File: config.mk
export PLATFORM = sky130hd
export DESIGN_NAME = dfe_round_arbiter
export DESIGN_NICKNAME = d
export VERILOG_FILES = /design/src/rtl/dfe_round_arbiter.sv
export SDC_FILE = /design/constraint.sdc
export NUM_CORES = 1
export LEC_CHECK = 0
export CORE_UTILIZATION = 41
export DETAILED_ROUTE_END_ITERATION = 8
export GPL_TIMING_DRIVEN = 0
export HOLD_SLACK_MARGIN = 0.06
export PLACE_DENSITY_LB_ADDON = 0.1
export SLEW_MARGIN = 20
export SYNTH_ARGS = -nofsm -noshare
export SYNTH_HDL_FRONTEND = slang
export SYNTH_SLANG_ARGS = --single-unit
export TNS_END_PERCENT = 10
File: constraint.sdc
create_clock -name i_clk -period 6.3 [get_ports i_clk]
set_clock_uncertainty 0.05 [all_clocks]
set_input_delay 0.945 -clock i_clk [delete_from_list [all_inputs] [get_ports i_clk]]
set_output_delay 0.945 -clock i_clk [all_outputs]
set_load 0.1 [all_outputs]
File: src/rtl/dfe_round_arbiter.sv
// dfe_round_arbiter
//   Time-shares one two-stage rounding datapath among NUM_CH DFE channel
//   requesters. Each cycle a round-robin arbiter grants one valid channel.
//   The granted sample is rounded half-away-from-zero from DIN_WIDTH down to
//   DOUT_WIDTH bits. The result appears two cycles later, tagged with its
//   channel index.
//
// Ports
//   i_clk       clock for all logic
//   i_rst       synchronous reset, active-high
//   i_req_vld   [NUM_CH]            per-channel sample valid
//   i_req_data  [NUM_CH*DIN_WIDTH]  per-channel sample, channel k at [k*DIN_WIDTH +: DIN_WIDTH]
//   o_req_rdy   [NUM_CH]            one-hot combinational grant (0 during reset)
//   o_vld                           result valid
//   o_ch        [CH_W]              channel index of the result
//   o_data      [DOUT_WIDTH]        rounded result
//   o_ovf                           rounding add overflowed (saturated or wrapped)
module dfe_round_arbiter #(
  parameter int NUM_CH     = 4,
  parameter int CH_W       = 2,
  parameter int DIN_WIDTH  = 39,
  parameter int DOUT_WIDTH = 17,
  parameter int SAT_EN     = 0
) (
  input  logic                         i_clk,
  input  logic                         i_rst,
  input  logic [NUM_CH-1:0]            i_req_vld,
  input  logic [NUM_CH*DIN_WIDTH-1:0]  i_req_data,
  output logic [NUM_CH-1:0]            o_req_rdy,
  output logic                         o_vld,
  output logic [CH_W-1:0]              o_ch,
  output logic [DOUT_WIDTH-1:0]        o_data,
  output logic                         o_ovf
);

  localparam int ROUND_WIDTH = DIN_WIDTH - DOUT_WIDTH;

  // Rounding constants. Positive samples add one half LSB. Negative samples
  // add one half LSB minus one, so an exact half rounds away from zero.
  localparam logic [DIN_WIDTH-1:0]  K_POS   = DIN_WIDTH'(1) << (ROUND_WIDTH - 1);
  localparam logic [DIN_WIDTH-1:0]  K_NEG   = K_POS - DIN_WIDTH'(1);
  localparam logic [DOUT_WIDTH-1:0] SAT_MAX = ~(DOUT_WIDTH'(1) << (DOUT_WIDTH - 1));
  localparam logic [CH_W-1:0]       LAST_CH = CH_W'(NUM_CH - 1);

  // ---------------------------------------------------------------------------
  // State
  // ---------------------------------------------------------------------------
  logic [CH_W-1:0]       ptr_q, ptr_d;
  logic                  s1_vld_q, s1_vld_d;
  logic [CH_W-1:0]       s1_ch_q, s1_ch_d;
  logic [DIN_WIDTH-1:0]  s1_sum_q, s1_sum_d;
  logic                  s1_ovf_q, s1_ovf_d;
  logic                  out_vld_q, out_vld_d;
  logic [CH_W-1:0]       out_ch_q, out_ch_d;
  logic [DOUT_WIDTH-1:0] out_data_q, out_data_d;
  logic                  out_ovf_q, out_ovf_d;

  // ---------------------------------------------------------------------------
  // Round-robin arbiter
  //   Requests at or above the pointer take priority. Without any such
  //   request, the search wraps to the lowest requester overall. This is
  //   the same as scanning p, p+1, ..., NUM_CH-1, 0, ...
  // ---------------------------------------------------------------------------
  logic [NUM_CH-1:0] hi_mask;
  logic [NUM_CH-1:0] req_hi;
  logic              hi_found;
  logic [CH_W-1:0]   hi_idx;
  logic [CH_W-1:0]   lo_idx;
  logic              grant_any;
  logic [CH_W-1:0]   grant_idx;
  logic [NUM_CH-1:0] grant_vec;

  for (genvar gi = 0; gi < NUM_CH; gi++) begin : g_mask
    assign hi_mask[gi] = (CH_W'(gi) >= ptr_q);
  end

  assign req_hi = i_req_vld & hi_mask;

  always_comb begin
    hi_found = 1'b0;
    hi_idx   = '0;
    lo_idx   = '0;
    // Scan downward so the lowest-index hit is the last one written.
    for (int j = NUM_CH - 1; j >= 0; j--) begin
      if (req_hi[j]) begin
        hi_found = 1'b1;
        hi_idx   = CH_W'(j);
      end
      if (i_req_vld[j]) begin
        lo_idx = CH_W'(j);
      end
    end
    grant_any = !i_rst && (|i_req_vld);
    grant_idx = hi_found ? hi_idx : lo_idx;
    for (int j = 0; j < NUM_CH; j++) begin
      grant_vec[j] = grant_any && (grant_idx == CH_W'(j));
    end
  end

  assign o_req_rdy = grant_vec;

  always_comb begin
    ptr_d = ptr_q;
    if (grant_any) begin
      ptr_d = (grant_idx == LAST_CH) ? '0 : grant_idx + CH_W'(1);
    end
  end

  // ---------------------------------------------------------------------------
  // Stage 1: select the granted sample and add the rounding constant
  // ---------------------------------------------------------------------------
  logic [DIN_WIDTH-1:0] data_sel;
  logic [DIN_WIDTH-1:0] sum_c;
  logic                 ovf_c;

  always_comb begin
    data_sel = '0;
    for (int j = 0; j < NUM_CH; j++) begin
      if (grant_vec[j]) begin
        data_sel = i_req_data[j*DIN_WIDTH +: DIN_WIDTH];
      end
    end
    sum_c = data_sel + (data_sel[DIN_WIDTH-1] ? K_NEG : K_POS);
    // Only a positive sample can carry into the sign bit.
    ovf_c = !data_sel[DIN_WIDTH-1] && sum_c[DIN_WIDTH-1];
  end

  always_comb begin
    s1_vld_d = grant_any;
    s1_ch_d  = s1_ch_q;
    s1_sum_d = s1_sum_q;
    s1_ovf_d = s1_ovf_q;
    if (grant_any) begin
      s1_ch_d  = grant_idx;
      s1_sum_d = sum_c;
      s1_ovf_d = ovf_c;
    end
  end

  // ---------------------------------------------------------------------------
  // Stage 2: truncate, optionally saturate, register outputs
  //   o_data and o_ch hold their last values on idle cycles.
  // ---------------------------------------------------------------------------
  logic [DOUT_WIDTH-1:0] rounded;

  always_comb begin
    rounded = s1_sum_q[DIN_WIDTH-1:ROUND_WIDTH];
    if ((SAT_EN != 0) && s1_ovf_q) begin
      rounded = SAT_MAX;
    end
  end

  always_comb begin
    out_vld_d  = s1_vld_q;
    out_ovf_d  = s1_vld_q && s1_ovf_q;
    out_ch_d   = out_ch_q;
    out_data_d = out_data_q;
    if (s1_vld_q) begin
      out_ch_d   = s1_ch_q;
      out_data_d = rounded;
    end
  end

  // ---------------------------------------------------------------------------
  // Registers
  // ---------------------------------------------------------------------------
  always_ff @(posedge i_clk) begin
    if (i_rst) begin
      ptr_q      <= '0;
      s1_vld_q   <= 1'b0;
      s1_ch_q    <= '0;
      s1_sum_q   <= '0;
      s1_ovf_q   <= 1'b0;
      out_vld_q  <= 1'b0;
      out_ch_q   <= '0;
      out_data_q <= '0;
      out_ovf_q  <= 1'b0;
    end else begin
      ptr_q      <= ptr_d;
      s1_vld_q   <= s1_vld_d;
      s1_ch_q    <= s1_ch_d;
      s1_sum_q   <= s1_sum_d;
      s1_ovf_q   <= s1_ovf_d;
      out_vld_q  <= out_vld_d;
      out_ch_q   <= out_ch_d;
      out_data_q <= out_data_d;
      out_ovf_q  <= out_ovf_d;
    end
  end

  assign o_vld  = out_vld_q;
  assign o_ch   = out_ch_q;
  assign o_data = out_data_q;
  assign o_ovf  = out_ovf_q;

endmodule

; ---- After elaboration in Yosys (flattened, before gate mapping)
; Index checks and enable logic that the tools add are counted.
[classes]
n_reduce_logical = 11
n_addsub = 2
eq_ne = 3
magnitude_cmp = 4
muxes = 19
bitwise = 1
[op_table]
columns = operator, n
row1 = $mux W39, 4
row2 = $add A39 B22 Y39, 1
row3 = $mux W22, 1
row4 = $mux W2, 10
row5 = $logic_and A1 B1 Y1, 7
row6 = $and A4 B4 Y4, 1
row7 = $eq A2 B2 Y1 const B, 2
row8 = $ge A1 B2 Y1 const A, 2
row9 = $ge A2 B2 Y1 const A, 2
row10 = $mux W1, 4
row11 = $reduce_or A4 Y1, 1
row12 = $add A2 B1 Y2 const B, 1
row13 = $eq A2 B1 Y1 const B, 1
row14 = $logic_not A1 Y1, 2
row15 = $logic_not A2 Y1, 1
[totals]
output_inout_bits = 25
regBits = 66
word_cells = 49
inputBits = 162

; ---- Longest topological paths before layout
[depth]
word_depth = 16
ltp_mapped = 26
ltp_nobuf = 22

; ---- Worst setup path after synthesis
; No wires, ideal clock.
[synth_path]
path_kind = input port to flip-flop
startpoint = input i_req_vld[0]
endpoint = register s1_sum_q[38]
required_time_ps = 6176
n_path_buf = 4
path_stages = 24
setup_slack_ps = 409
t_arrival_ps = 5767
setup_ps = 74
cell_sequence = inv_1 nor2_1 a21oi_1 nor2_1 a211o_1 inv_1 ha_1 buf_2 buf_2 buf_2 and2_0 clkbuf_1 a22oi_1 nor2_1 a21oi_1 o21ai_0 ha_1 a21o_1 a21o_1 a221oi_1 o31a_1 nor3_1 ha_1 o21ai_0
[synth_via]
elab_cells_between_ends = 21
classes_between = add/sub (1) / eq/ne (3) / mux (9) / bitwise (1) / reduce/logical (7)
[synth_lines]
columns = item, line_no
row1 = from (decl), 27  ; input logic [NUM_CH-1:0] i_req_vld,
row2 = $and A4 B4 Y4, 77  ; assign req_hi = i_req_vld & hi_mask;
row3 = $mux W2 or $mux W1 (tied branches), 85  ; if (req_hi[j]) begin
row4 = $mux W2 *, 94  ; grant_idx = hi_found ? hi_idx : lo_idx;
row5 = net grant_idx[0], 70  ; logic [CH_W-1:0] grant_idx;
row6 = $eq A2 B1 Y1 *, 96  ; grant_vec[j] = grant_any && (grant_idx == CH_W'(j));
row7 = $logic_and A1 B1 Y1 *, 96
row8 = net o_req_rdy[1], 29  ; output logic [NUM_CH-1:0] o_req_rdy,
row9 = $mux W39 * (3 in series), 119  ; if (grant_vec[j]) begin
row10 = $mux W22, 123  ; sum_c = data_sel + (data_sel[DIN_WIDTH-1] ? K_NEG : K_POS);
row11 = $add A39 B22 Y39 *, 123
row12 = to (signal assigned), 182  ; s1_sum_q <= s1_sum_d;
row13 = to (decl), 51  ; logic [DIN_WIDTH-1:0] s1_sum_q, s1_sum_d;
; Mark *: on every way through the listed nets, which the timed path passes. The rest lies on a longest branch.
; A chain may end at the register's enable or synchronous reset.

; ---- Worst setup path after layout
[layout_path]
startpoint = input i_req_vld[1]
endpoint = output o_req_rdy[3]
[layout_via]
elab_chain_cells = 6
elab_cells_between_ends = 12
classes_between = eq/ne (1) / mux (7) / bitwise (1) / reduce/logical (3)
[layout_lines]
columns = item, line_no
row1 = $and A4 B4 Y4, 77
row2 = $mux W2 or $mux W1 (tied branches) (2 in series), 85
row3 = $mux W2 *, 94
row4 = net grant_idx[0], 70
row5 = $eq A2 B2 Y1 *, 96
row6 = $logic_and A1 B1 Y1 *, 96
row7 = to (decl), 29
; Marks and branches as above.

==> impl_metrics.yaml <==
outcome:
  status: "finished with violations"
  violations: "design-rule violations"
cells_and_area:
  postLayoutCellArea_um2: 5930
  final_nets: 920
  diodes: 0
  fin_cells: 841
  area_growth_pct: 56.6
  fillerInstances: 791
  drive_gt1_share_pct: 5.73
  fin_util_pct: 67.0
critical_path:
  r2r_end: "s1_sum_q[38]"
  rrSetupSlack_ps: 1300
  cp_max_fo: 10
  reg2regPathDepth: 23
  r2r_start: "ptr_q[0]"
  required_ps: 5300
  arrival_ps: 4930
  startpoint_type: "primary input"
  startpoint: "i_req_vld[1]"
  critPathKind: "primary input to primary output"
  cp-end-kind: "primary output"
global_routing:
  grt_pass1_vias: 4284
  grt-ovfl-total: 0
  grt_pass1_wl_mm: 20.4
  grt_most_used_layer: "met2"
  track_usage_pct: 25.8
  met3_usage_pct: 4.37
  antenna_found_initial: 0
  grt_max_degree: 21
  use_met1_pct: 33.5
  grt_util_met2_pct: 45.4
timing:
  fin_crit_ps: 5920
  post-route-period-util_pct: 94.0
  setup_viol: 0
  layout_setup_ws_ps: 376
  worst_slew_pin_slew_ps: 1020
  rsz0062_at_grt: "false"
  max_freq_mhz: 169
  slew_headroom_pct: 31.9
  slew_violations: 0
  final-hold-violation-count: 0
logic_synthesis:
  synthesis.nets: 728
  ys_async_sr_fraction_pct: 0
  synth_area_leaders: "dfxtp_1 (23%), ha_1 (8.6%), nand2_1 (7.8%), a21oi_1 (7.8%), mux2i_1 (6.9%)"
  syn_area_per_cell_um2: 7.01
  synthesis.area_um2: 3790
  synth-seq-area-share_pct: 23.3
  syn_inst: 540
  synth_top_area_share_pct: 23.3
  synth-main-ff-cell: "dfxtp_1"
  synth_cell_types: 53
  synth-seq-cells: 44
  yosysWarnings: 0
  synth_top_area_cell: "dfxtp_1"
  synth_edf_count: 0
clock_tree:
  clockRootBuffer: "clkbuf_8"
  htreeDepth: 2
  hold_buffers: 0
  insertion_delay_ps: 300
  clk_path_buf_depth: 2
  cts_tree: "built"
  cts_buffers: 5
  clkSlewWorstSetupHoldPaths_ps: 80
  cts.sinks: 44
floorplan:
  rows: 34
  die_y_um: 98.1
  boundaryPins: 187
  fp.dieW_um: 98.1
  start_util_pct: 42.8
  die-area_um2: 9620
  core-area_um2: 8850
detailed_routing:
  drt-initial-drc-count: 231
  vias_per_cell: 5.41
  wl_per_cell_um: 15.1
  dr_total_vias: 4547
  finalWirelength_mm: 12.7
  antenna_left: 0
  first_pass_iters: 9
  route.detailed.drc: 5
power:
  p_leak_nw: 2.43
  p_per_area_nw_per_um2: 231
  ir_drop_v: 0.000129
  total_power_mw: 1.37
place:
  pre_cts_ws_ps: -292
  dp.cells: 833
  place.port_buffers: 185
  dp_hpwl_mm: 10.8
  placed_area_um2: 5770
  place_congestion: 0.885
min_path:
  worstHoldStart: "s1_sum_q[24]"
  hold_end: "s1_sum_q[24]"
  min_path_cells: 2
  hold_class: "register to register"
run:
  maxCapViolCount: 0
-- cell usage in the layout (no fill, tap or decap), types with 5 or more instances in the layout --
cell type and count:
clkbuf_1 21, nor2b_1 14, nand3_1 11, nand4_1 6, and2_1 8, mux2i_1 26, dfxtp_1 44, ha_1 26
nand2_1 79, clkbuf_8 6, a22oi_1 21, a21oi_1 59, inv_1 16, nor2_1 62, nor3_1 11, buf_2 11
nand3b_1 12, a31oi_1 5, o21ai_0 43, clkdlybuf4s50_1 185
-- per-stage QoR --
step | setup TNS (ps) | hold WS (ps)
5_1_grt | 0 | 418
6_report | 0 | 401
3_5_place_dp | -2150 | 392
3_3_place_gp | -1030 | 385
4_1_cts | 0 | 404
2_1_floorplan | 0 | 365
-- worst max-delay path by stage --
| stage | to | cells after the start |
|---|---|---|
| floorplan | s1_sum_q[38] | 24 |
| global placement | s1_sum_q[38] | 26 |
| detailed placement | s1_sum_q[38] | 26 |
| CTS | s1_sum_q[38] | 24 |
| global route | s1_sum_q[33] | 26 |
| finish | o_req_rdy[3] | 13 |
-- registers in the layout (all words and copies together), names as in the netlist --
name / flops
o_vld: 1
s1_sum_q: 17
ptr_q: 2
out_vld_d: 1
o_ovf: 1
o_ch: 2
s1_ch_q: 2
s1_ovf_q: 1
o_data: 17
-- cells by family (layout without fill, tap and decap cells) --
group | count (synthesis) | after routing | synth area share, %
compound gates | 165 | 165 | 26.3
xor+xnor | 2 | 2 | 0.463
fa+ha+maj | 26 | 26 | 8.59
buf+inv | 56 | 249 | 6.54
flops | 44 | 44 | 23.3
mux | 28 | 28 | 7.47
simple gates | 219 | 219 | 27.4
-- cells in the mapped netlist, drive strengths merged (8+ instances only) --
library cell and n:
mux2i 26, and2 8, ha 26, nand2 79, clkbuf 25, nor2 63
buf 14, nand3 12, a22oi 21, a21oi 59, inv 16, o21ai 48
nand3b 12, nor3 12, nor2b 14, dfxtp 44
-- metal layers --
layer  vias up  part of all wire, %
met5         -                    0
met4         0                 0.85
met3         8                  6.7
met2       178                   48
met1      2048                   44
li1       2313                    -
-- what timing repair did --
action,in CTS,in global routing
endpoints found under the setup margin,1,18
pin swaps,0,0
cloned,0,0
gates resized for setup,1,15
buffers inserted,0,0
-- power by group --
part | total [mW] | internal (mW) | switching (mW)
registers | 0.358 | 0.328 | 0.0301
logic | 0.786 | 0.319 | 0.467
clock network | 0.227 | 0.130 | 0.0975
-- critical path: stages --
cell and delay [ps]:
clkdlybuf4s50_1 560, inv_1 90, a21oi_1 150, nor2_1 50, a211o_1 340, inv_1 120, ha_1 150, clkbuf_1 250
buf_2 280, and2_1 170, clkbuf_1 240, clkbuf_1 370, clkdlybuf4s50_1 1220
-- final cells by class --
cell class / instances / area [µm²] / share of cell area [%]
Multi-Input combinational cell: 440 / 2690 / 45.3
Clock inverter: 2 / 38.8 / 0.654
Sequential cell: 44 / 881 / 14.9
Inverter: 17 / 76.3 / 1.29
Buffer: 39 / 176 / 2.98
Timing Repair Buffer: 185 / 1850 / 31.2
Tap cell: 108 / 135 / 2.28
Clock buffer: 6 / 82.6 / 1.39
Note: power is estimated with default switching activity, not from simulation.
